**src/rtl/controle_rega.sv**
```systemverilog
// Irrigation controller: primes the pump, runs a drip or sprinkler cycle, rests,
// and latches a fault on water-level alarm until the operator acknowledges it.
module controle_rega #(
    parameter int DIV           = 4,
    parameter int T_PARTIDA     = 2,
    parameter int T_GOTEJAMENTO = 10,
    parameter int T_ASPERSAO    = 6,
    parameter int T_PAUSA       = 3
) (
    input  logic       clock,
    input  logic       reset,
    input  logic       habilita,
    input  logic       alarme,
    input  logic       gotejamento,
    input  logic       aspersao,
    input  logic       reconhece,
    output logic       bomba,
    output logic       valvulaGotejamento,
    output logic       valvulaAspersao,
    output logic       alarmeSaida,
    output logic [2:0] estado,
    output logic [7:0] ciclos
);

    typedef enum logic [2:0] {
        OCIOSO     = 3'd0,
        PARTIDA    = 3'd1,
        GOTEJANDO  = 3'd2,
        ASPERSANDO = 3'd3,
        PAUSA      = 3'd4,
        FALHA      = 3'd5
    } estado_t;

    localparam logic [7:0] DIV_MAX       = 8'(DIV - 1);
    localparam logic [7:0] FIM_PARTIDA   = 8'(T_PARTIDA - 1);
    localparam logic [7:0] FIM_GOTEJAR   = 8'(T_GOTEJAMENTO - 1);
    localparam logic [7:0] FIM_ASPERSAO  = 8'(T_ASPERSAO - 1);
    localparam logic [7:0] FIM_PAUSA     = 8'(T_PAUSA - 1);

    estado_t    estadoAtual;
    estado_t    proximoEstado;
    logic [7:0] prescaler;
    logic [7:0] timer;
    logic [7:0] ciclosReg;
    logic       modoAspersao;
    logic       proximoModo;
    logic       incrementa;
    logic       fimTick;

    assign fimTick = (prescaler == DIV_MAX);

    // Alarm has top priority in every non-fault state, even over a timer expiry
    // landing on the same edge; expiry beats a simultaneous request drop so the
    // cycle is still credited.
    always_comb begin
        proximoEstado = estadoAtual;
        proximoModo   = modoAspersao;
        incrementa    = 1'b0;
        case (estadoAtual)
            OCIOSO: begin
                if (alarme) begin
                    proximoEstado = FALHA;
                end else if (habilita && aspersao) begin
                    proximoEstado = PARTIDA;
                    proximoModo   = 1'b1;
                end else if (habilita && gotejamento) begin
                    proximoEstado = PARTIDA;
                    proximoModo   = 1'b0;
                end
            end
            PARTIDA: begin
                if (alarme) begin
                    proximoEstado = FALHA;
                end else if (fimTick && timer == FIM_PARTIDA) begin
                    proximoEstado = modoAspersao ? ASPERSANDO : GOTEJANDO;
                end
            end
            GOTEJANDO: begin
                if (alarme) begin
                    proximoEstado = FALHA;
                end else if (fimTick && timer == FIM_GOTEJAR) begin
                    proximoEstado = PAUSA;
                    incrementa    = 1'b1;
                end else if (!gotejamento || !habilita) begin
                    proximoEstado = PAUSA;
                end
            end
            ASPERSANDO: begin
                if (alarme) begin
                    proximoEstado = FALHA;
                end else if (fimTick && timer == FIM_ASPERSAO) begin
                    proximoEstado = PAUSA;
                    incrementa    = 1'b1;
                end else if (!aspersao || !habilita) begin
                    proximoEstado = PAUSA;
                end
            end
            PAUSA: begin
                if (alarme) begin
                    proximoEstado = FALHA;
                end else if (fimTick && timer == FIM_PAUSA) begin
                    proximoEstado = OCIOSO;
                end
            end
            FALHA: begin
                if (!alarme && reconhece) begin
                    proximoEstado = PAUSA;
                end
            end
            default: proximoEstado = OCIOSO;
        endcase
    end

    // Timebase restarts on every state change so each timed state starts from zero.
    always_ff @(posedge clock or posedge reset) begin
        if (reset) begin
            estadoAtual  <= OCIOSO;
            modoAspersao <= 1'b0;
            prescaler    <= 8'd0;
            timer        <= 8'd0;
            ciclosReg    <= 8'd0;
        end else begin
            estadoAtual  <= proximoEstado;
            modoAspersao <= proximoModo;
            if (proximoEstado != estadoAtual) begin
                prescaler <= 8'd0;
                timer     <= 8'd0;
            end else if (fimTick) begin
                prescaler <= 8'd0;
                timer     <= timer + 8'd1;
            end else begin
                prescaler <= prescaler + 8'd1;
            end
            if (incrementa && ciclosReg != 8'hFF) begin
                ciclosReg <= ciclosReg + 8'd1;
            end
        end
    end

    assign bomba              = (estadoAtual == PARTIDA) || (estadoAtual == GOTEJANDO) ||
                                (estadoAtual == ASPERSANDO);
    assign valvulaGotejamento = (estadoAtual == GOTEJANDO);
    assign valvulaAspersao    = (estadoAtual == ASPERSANDO);
    assign alarmeSaida        = (estadoAtual == FALHA);
    assign estado             = estadoAtual;
    assign ciclos             = ciclosReg;

endmodule

```
**config.mk**
```make
export PLATFORM = sky130hd
export DESIGN_NAME = controle_rega
export DESIGN_NICKNAME = d
export VERILOG_FILES = /design/src/rtl/controle_rega.sv
export SDC_FILE = /design/constraint.sdc
export NUM_CORES = 1
export LEC_CHECK = 0
export CORE_ASPECT_RATIO = 0.5
export CORE_MARGIN = 2
export CORE_UTILIZATION = 35
export CTS_BUF_LIST = sky130_fd_sc_hd__clkbuf_16
export DETAILED_ROUTE_END_ITERATION = 10
export GPL_TIMING_DRIVEN = 1
export PLACE_DENSITY = 0.59
export RECOVER_POWER = 25
export SYNTH_ARGS = -nofsm -noshare
export SYNTH_HDL_FRONTEND = slang
export SYNTH_SLANG_ARGS = --single-unit
```
**constraint.sdc**
```tcl
create_clock -name clock -period 3.45 [get_ports clock]
set_input_delay 0.69 -clock clock [delete_from_list [all_inputs] [get_ports clock]]
set_output_delay 0.69 -clock clock [all_outputs]
set_load 0.05 [all_outputs]
```
Yosys cells after proc, flatten, opt, wreduce, memory -nomap -nowiden

Cells that the tools add are included.

Flip-flop bits (word level): 28
Input port bits: 7
Output and inout bits: 15
Word-level logic and storage cells: 68

$add $sub $neg: 3
Eq/ne operators: 12
Muxes and demuxes: 27
Bitwise operators: 1
Reductions and logical operators: 20

Operator list:

| kind                | count |
|---|---|
| $mux 3              | 14 |
| $mux 8              | 4 |
| $add 8x1->8 const B | 3 |
| $pmux 3 s6          | 1 |
| $eq 8x2->1 const B  | 2 |
| $eq 8x1->1 const B  | 1 |
| $eq 8x3->1 const B  | 1 |
| $eq 8x4->1 const B  | 1 |
| $logic_and 1x1->1   | 8 |
| $ne 8x8->1 const B  | 1 |
| $mux 1              | 7 |
| $eq 3x2->1 const B  | 2 |
| $eq 3x3->1 const B  | 2 |
| $logic_not 1->1     | 4 |
| $logic_or 1x1->1    | 4 |
| $reduce_bool 2->1   | 2 |
| $eq 3x1->1 const B  | 1 |
| $logic_not 3->1     | 1 |
| $ne 3x3->1          | 1 |
| $reduce_and 3->1    | 1 |
| $pmux 1 s2          | 1 |
| $not 1->1           | 1 |

Logic depth before layout (Yosys ltp)

Depth after elaboration: 8
Gate-level depth with buffers: 9
Mapped depth without buffers: 8

Least setup slack after synthesis

No wires, ideal clock.

Kind: register to register
From: register estadoAtual[0] (netlist: estado[0])
To: register prescaler[1]
Setup time: 80 ps
Arrival: 2985 ps
Data required time: 3370 ps
Setup slack: 384 ps
Cell stages (with the launch flop): 8
Buffers on the path: 2
Period minus slack after synthesis: 3066 ps
Cells stage by stage: dfrtp_1 -> clkbuf_1 -> nor2_1 -> or4b_2 -> o311ai_0 -> o2111ai_2 -> buf_6 -> nor3_2

Elaborated cells between the ends (all ways): 23
Those cells by class: eq/ne (6); mux (16); reduce/logical (1)

RTL lines:

| item                     | RTL line | source |
|---|---|---|
| start: declaration       | 40       | `estado_t estadoAtual;` |
| start signal: assignment | 123      | `estadoAtual <= proximoEstado;` |
| $eq 3x2->1               | -        |  |
| net valvulaGotejamento   | 18       | `output logic valvulaGotejamento,` |
| $pmux 3 s6               | 59       | `case (estadoAtual)` |
| $ne 3x3->1               | 125      | `if (proximoEstado != estadoAtual) begin` |
| $mux 8                   | 125      |  |
| end signal: assignment   | 132      | `prescaler <= prescaler + 8'd1;` |
| end: declaration         | 42       | `logic [7:0] prescaler;` |

The timed path passes the listed nets, and every way through them passes these cells.
A chain may end at the register's enable or synchronous reset.

Worst setup path after layout

From: register estadoAtual[2] (netlist: estado[2])
To: output port valvulaGotejamento

Cells in the longest elaborated chain, start to end: 1

RTL lines:

| item             | RTL line | source |
|---|---|---|
| $eq 3x2->1       | 142      | `assign valvulaGotejamento = (estadoAtual == GOTEJANDO);` |
| end: declaration | 18       |  |

Every way passes these cells.

==> impl_metrics.json <==
{
  "status": "complete, but fails checks",
  "violations": "capacitance limit, slew limit",
  "critPathKind": "register to output port",
  "grt_overflow_total": 0,
  "synth_edf_count": 0,
  "postSynth.asyncResetShare_pct": 100,
  "cts_tree": "done",
  "fin_cells": 249,
  "syn_area_sq_um": 1710,
  "fin_nets": 197,
  "synth.area.top_cells": "dfrtp_1 (41%), nor3_2 (5.8%), xnor2_1 (5.1%)",
  "synthTopCellsByCount": "dfrtp_1 (28), nand2_1 (13), nor3_2 (10), xnor2_1 (10), xor2_1 (10)",
  "fin_crit_ns": 2.83,
  "io_pins": 22,
  "vias": 1324,
  "start_util_pct": 37.6,
  "ys_ff_latch": 28,
  "ant_nets": 0,
  "cp.required_ns": 2.76,
  "crit_path_max_fanout": 12,
  "multiInputGateArea_sq_um": 940,
  "die_area_sq_um": 5500,
  "clock_latency_ns": 0.26,
  "gr-usage-all-layers_pct": 14.4,
  "drt-initial-drc-count": 90,
  "fmax_mhz": 353,
  "post_cts_buffers": 0,
  "synthDominantCellAreaShare_pct": 40.9,
  "setup_viol": 0,
  "yosys.cell_types.count": 44,
  "wl_met2_mm": 1.47,
  "rsz0062_at_grt": "no",
  "cts_buffer_depth": 2,
  "maxCapViolCount": 1,
  "grt_pass1_vias": 1246,
  "placedCellCount": 246,
  "antenna_found_initial": 0,
  "finalWirelength_mm": 3.50,
  "nFillCells": 446,
  "route.detailed.drc": 0,
  "htree_levels": 1,
  "period_share_pct": 82.1,
  "path_clk_slew_ns": 0.07,
  "skew_ns": 0.00343,
  "ctsHoldBuffers": 0,
  "avgSynthCellArea_sq_um": 10.4,
  "slew_violations": 29,
  "postCtsResizedCells": 0,
  "worstMarginPinSlew_ns": 1.56,
  "syn_inst": 165,
  "relSlewSlack_pct": -4.13,
  "fin_util_pct": 44.9,
  "antenna_cells": 0,
  "coreArea_sq_um": 4550,
  "syn_nets": 177,
  "leakagePower_nw": 0.847,
  "dr.max_layer_used": "met4",
  "dr.pass1.iters": 4,
  "cts_made_buffers": 3,
  "via_per_inst": 5.32,
  "synth_warnings": 0,
  "ys.flop_type": "dfrtp_1",
  "routabilityCongestion": 0.875,
  "fp.dieW_um": 103,
  "holdWs_ns": 0.490,
  "end_kind": "output port",
  "hold_viol": 0,
  "power_density_nw_per_um2": 415,
  "synthToLayoutAreaGrowth_pct": 19.3,
  "grt_start_max_net_pins": 29,
  "seq_area_sq_um": 701,
  "cp_data_arrival_time_ns": 2.14,
  "grt_pass1_wl_mm": 6.09,
  "die_y_um": 53.5,
  "hold_path.class": "register to register",
  "wl_met1_mm": 1.81,
  "ys_seq_area_share_pct": 40.9,
  "dpl.hpwl_mm": 2.53,
  "drive_above_1_share_pct": 13.7,
  "setup_tns_ns": 0,
  "cts-root-buf": "clkbuf_16",
  "cp-start-kind": "register",
  "dr_wl_met3_um": 182,
  "wl_per_cell_um": 14.1,
  "synth_top_area_cell": "dfrtp_1",
  "irDropWorstVdd_v": 0.000192,
  "port_buffers": 21,
  "cts_sinks": 28,
  "core.rowCount": 17,
  "yosysMostFrequentCell": "dfrtp_1"
}
## registers in the layout (all words and copies together), names as in the netlist
register      flops
estado            3
prescaler         8
timer             8
modoAspersao      1
ciclos            8
## worst max-delay path, cell delays in order, from the launching register on
cell	delay [ns]
dfrtp_1	0.57
nand2b_1	0.25
nor2_1	0.21
clkdlybuf4s50_1	0.85
## layer usage
layer,global-route usage (%),up-vias
met2,21.6,37
met5,0,-
li1,-,642
met4,3.07,0
met1,20.6,639
met3,3.96,6
## stage by stage
step	worst slack [ns]	cell area (sq um)	total power, W
after global placement	0.604	1970	0.000590
after floorplan	0.384	1710	0.000547
final	0.617	2040	0.000848
after global routing	0.392	2040	0.000900
after detailed placement	0.577	1970	0.000594
after CTS	0.637	2050	0.000860
## final cells by class
type | instances | area share (%)
multi-input combinational | 123 | 46.0
sequential | 28 | 34.3
timing repair buffer | 23 | 10.8
tap | 66 | 4.04
clock buffer | 3 | 3.68
inverter | 6 | 1.10
## cell usage in the layout (no fill, tap or decap), drive strengths merged, types with 2 or more instances in the layout
cell           count
dfrtp             28
clkdlybuf4s50     20
nor3              14
nand2             13
xnor2             11
xor2              10
nand3              9
nor2               8
nand4              8
and3               7
inv                6
ha                 5
nor4               5
o21ai              4
or4                4
clkbuf             4
a21oi              3
nand2b             2
or4b               2
o2111ai            2
## cells by family (layout without fill, tap and decap cells)
logic type      Yosys count  in the layout  synth area share (%)
simple gates             75             75                  27.8
flops                    28             28                  40.9
xor+xnor                 21             21                  11.8
compound gates           20             20                  10.4
buf+inv                  14             32                  4.17
fa+ha+maj                 5              5                  3.65
mux                       2              2                  1.24
## path summary, 6_finish.rpt
kind / from / to / slack (ns) / depth (start not counted)
hold reg to reg: prescaler[0]$_DFF_PP0_ / prescaler[0]$_DFF_PP0_ / 0.49 / 1
setup reg to reg: prescaler[0]$_DFF_PP0_ / ciclos[1]$_DFFE_PP0P_ / 0.67 / 6
hold / removal: prescaler[0]$_DFF_PP0_ / prescaler[0]$_DFF_PP0_ / 0.49 / 1
min in group asynchronous: reset / ciclos[3]$_DFFE_PP0P_ / 1.40 / 3
setup / recovery: estado[2]$_DFF_PP0_ / valvulaGotejamento / 0.62 / 3
max in group asynchronous: reset / estado[0]$_DFF_PP0_ / 1.14 / 3
## report_power, final
part           internal [W]  switching, W
Clock              0.000154      0.000108
Combinational     0.0000780      0.000119
Sequential         0.000352     0.0000368
Note: power is estimated with default switching activity, not from simulation.
